File: config.mk
export PLATFORM = sky130hd
export DESIGN_NAME = baby_ram_arbiter
export DESIGN_NICKNAME = d
export VERILOG_FILES = /design/src/rtl/baby_ram_arbiter.sv
export SDC_FILE = /design/constraint.sdc
export NUM_CORES = 1
export LEC_CHECK = 0
export BUFFER_PORTS_ARGS = -buffer_cell sky130_fd_sc_hd__buf_2
export CORE_MARGIN = 3
export CORE_UTILIZATION = 47
export DETAILED_ROUTE_END_ITERATION = 12
export GPL_ROUTABILITY_DRIVEN = 0
export GPL_TIMING_DRIVEN = 1
export PLACE_DENSITY = 0.86
export RECOVER_POWER = 25
export SYNTH_ARGS = -nofsm -noshare
export SYNTH_HDL_FRONTEND = slang
export SYNTH_SLANG_ARGS = --single-unit
File: constraint.sdc
create_clock -name clock -period 2 [get_ports clock]
set_input_delay 0.5 -clock clock [delete_from_list [all_inputs] [get_ports clock]]
set_output_delay 0.5 -clock clock [all_outputs]
set_load 0.01 [all_outputs]
File: src/rtl/baby_ram_arbiter.sv
// baby_ram_arbiter: arbitrates a core and a host requester onto one single-port RAM.
// Build option: define ARB_ROUND_ROBIN_EN for round-robin arbitration. Without it,
// fixed priority applies and host wins over core.
// Ports:
//   clock, reset_i             rising-edge clock, synchronous active-high reset
//   core_req_i/core_we_i/...   core requester: level req held until the one-cycle ack;
//                              we/addr/wdata are sampled at grant; rdata is held until
//                              the next read of that requester completes
//   host_req_i/host_we_i/...   host requester, same meaning as the core ports
//   ram_addr_o, ram_data_o     RAM address and write data, latched at grant
//   ram_data_i                 RAM read data, captured on the last read ACCESS cycle
//   ram_rw_en_o                single-cycle write strobe (0 = read)
module baby_ram_arbiter #(
    parameter int ADDR_W  = 5,
    parameter int DATA_W  = 32,
    parameter int RAM_LAT = 1
) (
    input  logic              clock,
    input  logic              reset_i,
    input  logic              core_req_i,
    input  logic              core_we_i,
    input  logic [ADDR_W-1:0] core_addr_i,
    input  logic [DATA_W-1:0] core_wdata_i,
    output logic              core_ack_o,
    output logic [DATA_W-1:0] core_rdata_o,
    input  logic              host_req_i,
    input  logic              host_we_i,
    input  logic [ADDR_W-1:0] host_addr_i,
    input  logic [DATA_W-1:0] host_wdata_i,
    output logic              host_ack_o,
    output logic [DATA_W-1:0] host_rdata_o,
    output logic [ADDR_W-1:0] ram_addr_o,
    output logic [DATA_W-1:0] ram_data_o,
    input  logic [DATA_W-1:0] ram_data_i,
    output logic              ram_rw_en_o
);
    typedef enum logic [1:0] {IDLE, ACCESS, DONE} state_t;
    localparam logic [1:0] LAST_CNT = 2'(RAM_LAT - 1);
    state_t            r_state, w_next;
    logic [1:0]        r_cnt;
    logic              r_we, r_win_host;
    logic [ADDR_W-1:0] r_addr;
    logic [DATA_W-1:0] r_wdata, r_core_rdata, r_host_rdata;
    logic              w_any, w_grant, w_grant_host, w_read_last;

    assign w_any       = core_req_i | host_req_i;
    assign w_grant     = (r_state == IDLE) & w_any;
    // A read ends when the latency counter reaches its last cycle.
    assign w_read_last = (r_state == ACCESS) & ~r_we & (r_cnt == LAST_CNT);

`ifdef ARB_ROUND_ROBIN_EN
    logic r_last_host;
    // On a tie, the requester that did not win last time gets the RAM.
    assign w_grant_host = host_req_i & (~core_req_i | ~r_last_host);
    always_ff @(posedge clock) begin
        if (reset_i)
            r_last_host <= 1'b1;
        else if (w_grant)
            r_last_host <= w_grant_host;
    end
`else
    assign w_grant_host = host_req_i;
`endif

    always_comb begin
        w_next = r_state;
        case (r_state)
            IDLE:    w_next = w_any ? ACCESS : IDLE;
            ACCESS:  w_next = (r_we | w_read_last) ? DONE : ACCESS;
            DONE:    w_next = IDLE;
            default: w_next = IDLE;
        endcase
    end

    always_ff @(posedge clock) begin
        if (reset_i) begin
            r_state      <= IDLE;
            r_cnt        <= 2'd0;
            r_we         <= 1'b0;
            r_win_host   <= 1'b0;
            r_addr       <= '0;
            r_wdata      <= '0;
            r_core_rdata <= '0;
            r_host_rdata <= '0;
        end else begin
            r_state <= w_next;
            if (w_grant) begin
                r_win_host <= w_grant_host;
                r_we       <= w_grant_host ? host_we_i    : core_we_i;
                r_addr     <= w_grant_host ? host_addr_i  : core_addr_i;
                r_wdata    <= w_grant_host ? host_wdata_i : core_wdata_i;
            end
            if (r_state == ACCESS && !r_we)
                r_cnt <= w_read_last ? 2'd0 : r_cnt + 2'd1;
            if (w_read_last && r_win_host)
                r_host_rdata <= ram_data_i;
            if (w_read_last && !r_win_host)
                r_core_rdata <= ram_data_i;
        end
    end

    assign ram_rw_en_o  = (r_state == ACCESS) & r_we;
    assign core_ack_o   = (r_state == DONE) & ~r_win_host;
    assign host_ack_o   = (r_state == DONE) & r_win_host;
    assign ram_addr_o   = r_addr;
    assign ram_data_o   = r_wdata;
    assign core_rdata_o = r_core_rdata;
    assign host_rdata_o = r_host_rdata;
endmodule

==> impl_metrics.env <==
export IMPL_status="finished, final reports clean"
export IMPL_fp_dieH_um=106
export IMPL_wl_met1_mm=4.65
export IMPL_area_growth_synth_to_final_pct=26.4
export IMPL_root_buffer="clkbuf_8"
export IMPL_crit_type="reg2out"
export IMPL_rsz0062_at_grt="no"
export IMPL_synth_nets=560
export IMPL_cts_sinks=107
export IMPL_dr_wl_met3_um=682
export IMPL_drc=0
export IMPL_preCtsSetupSlack_ns=0.189
export IMPL_yosysSeqAreaShare_pct=45.3
export IMPL_ys_async_sr_fraction_pct=0
export IMPL_start_util_pct=49.8
export IMPL_cp_arrival_ns=1.31
export IMPL_dieWidth_um=106
export IMPL_postSynthCellCount=447
export IMPL_synth_seq_cells=107
export IMPL_timing_final_crit_share_pct=90.3
export IMPL_clkTransAtPathRegs_ns=0.11
export IMPL_layout_common_cells="buf_2 (167), dfxtp_1 (107), mux2i_1 (102)"
export IMPL_synth_cell_type_count=28
export IMPL_vias=3995
export IMPL_layout_nets=756
export IMPL_worstPathRequired_ns=1.50
export IMPL_cts_path_max_buffers=2
export IMPL_crit_buf_inv=1
export IMPL_gr_total_overflow=0
export IMPL_synth_compound_area_share_pct=13.0
export IMPL_drt_iter0_drc=174
export IMPL_port_buffers=215
export IMPL_drive_gt1_share_pct=33.4
export IMPL_coreArea_um2=9500
export IMPL_max_stage_delay_ns=0.43
export IMPL_grt_usage_pct=20.2
export IMPL_fin_skew_ns=0.0196
export IMPL_worstPathMaxFanout=6
export IMPL_r2r_cells=4
export IMPL_dieArea_um2=11300
export IMPL_ant_nets=0
export IMPL_diodes=0
export IMPL_routed_top_layer="met4"
export IMPL_holdBufCountCts=0
export IMPL_synth_area_um2=4730
export IMPL_wl_met2_mm=6.27
export IMPL_finalSetupTns_ns=0
export IMPL_grt_start_max_net_pins=70
export IMPL_wl_per_cell_um=15.2
export IMPL_rows=35
export IMPL_synth_edf_count=0
export IMPL_synthXorXnorAreaFrac_pct=0
export IMPL_path_depth=3
export IMPL_hp_class="in2reg"
export IMPL_hold_depth=3
export IMPL_drv_cap=0
export IMPL_ir_worst_vdd_uv=420
export IMPL_setup_ws_ns=0.194
export IMPL_finalSetupViolCount=0
export IMPL_pin_count=216
export IMPL_period_needed_ns=1.81
export IMPL_drtPass1Iterations=4
export IMPL_end_kind="output port"
export IMPL_htreeDepth=3
export IMPL_yosysWarnings=0
export IMPL_antenna_found_initial=0
export IMPL_synth_fa_ha_area_share_pct=0.264
export IMPL_grt_pass1_vias=3929
export IMPL_path_cells="nor2b_2 > and2_1 > buf_2"
export IMPL_cp_start_kind="flip-flop"
export IMPL_syn_area_per_cell_um2=10.6
export IMPL_synth_mux_area_share_pct=21.6
export IMPL_dpl_hpwl_mm=8.71
export IMPL_final_common_cell="buf_2"
export IMPL_slew_violations=0
export IMPL_cts_made_buffers=9
export IMPL_relSlewSlack_pct=40.0
export IMPL_synth_flop_cell="dfxtp_1"
export IMPL_finalInstanceArea_um2=5980
export IMPL_leakagePower_uw=0.00279
export IMPL_fmax_mhz=554
export IMPL_reg2reg_slack_ns=0.30
export IMPL_worst_pin_slew_ns=0.901
export IMPL_dpl_instance_area_um2=5870
export IMPL_synth_top_family_by_area="multiplexers"
export IMPL_cts_tree="yes"
export IMPL_power_density_nw_per_um2=751
export IMPL_avgViaCountPerCell=5.15
export IMPL_wl_mm=11.8
export IMPL_crit_family="flip-flops"
export IMPL_hold_viol_final=0
export IMPL_grt_pass1_wl_mm=18.7
export IMPL_yosys_area_share_simple_pct=15.2
export IMPL_cp_slowest_cell="dfxtp_1"
export IMPL_insertion_delay_ns=0.36
-- what timing repair did --
| action | in CTS | in global routing |
|---|---|---|
| endpoints found under the setup margin | 0 | 1 |
| setup buffers | 0 | 0 |
| resized for setup | 0 | 1 |
-- area by class of cell --
| cell class | count | area [µm²] |
|---|---|---|
| well taps | 129 | 161 |
| fillers | 839 | 3520 |
| multi-input cells | 299 | 2370 |
| repair buffers | 224 | 1120 |
| clock buffers | 9 | 124 |
| clock inverters | 6 | 48.8 |
| inverters | 2 | 7.51 |
| flip-flops and latches | 107 | 2140 |
-- synth_stat cells (2+ instances only) --
library cell  count  area [µm²]
a211oi_1         18         135
a211oi_2         20         250
a21oi_1          40         200
and2_1            2        12.5
buf_1             3        11.3
buf_2            11        55.1
buf_4             2        15.0
buf_6             6        67.6
clkbuf_1         17        63.8
dfxtp_1         107        2140
inv_1             2        7.51
mux2i_1         102        1020
nand2_1           2        7.51
nand2b_1         97         607
nor2_1            4        15.0
nor3b_1           2        15.0
-- worst paths after layout --
path / startpoint / endpoint
max: r_state[0] / ram_rw_en_o
min: ram_data_i[14] / host_rdata_o[14]
max reg2reg: r_state[0] / ram_data_o[4]
min reg2reg: core_rdata_o[5] / core_rdata_o[5]
-- tightest hold or removal path, delay by kind of cell --
| family | cells | cell delay (ns) |
|---|---|---|
| buffers and inverters | 1 | 0.09 |
| AND/OR/NAND/NOR | 1 | 0.07 |
| multiplexers | 1 | 0.06 |
-- metal layers --
| metal | global-route usage, % | vias to the layer above |
|---|---|---|
| li1 | - | 1949 |
| met1 | 23.2 | 1896 |
| met2 | 37.1 | 132 |
| met3 | 3.95 | 18 |
| met4 | 7.12 | 0 |
| met5 | 0 | - |
-- per-stage QoR --
step | total power, µW | std cells | hold WS, ns | utilization (%)
after floorplan | 3010 | 447 | 0.454 | -
after global placement | 3330 | 761 | 0.456 | 61.8
after detailed placement | 3360 | 761 | 0.457 | 61.8
after CTS | 4550 | 776 | 0.397 | 63.6
after global routing | 4720 | 776 | 0.407 | 62.9
final | 4490 | 776 | 0.415 | 62.9
-- power by group --
part / total [µW] / internal (µW) / switching, µW
Clock: 1200 / 460 / 741
Combinational: 903 / 414 / 489
Sequential: 2390 / 2290 / 97.2
Total: 4490 / 3160 / 1330
-- logic make-up after synthesis --
| group | Yosys count |
|---|---|
| and+or+nand+nor | 114 |
| muxes | 102 |
| adders and majority gates | 1 |
| DFF | 107 |
| buffers and inverters | 41 |
| AOI/OAI and AO/OA | 82 |
-- sequential cells by signal, summed over array words and instances, names as in the netlist --
register	count
r_we	1
ram_addr_o	5
host_rdata_o	32
core_rdata_o	32
r_state	2
ram_data_o	32
r_cnt	2
r_win_host	1
Note: power is estimated with default switching activity, not from simulation.
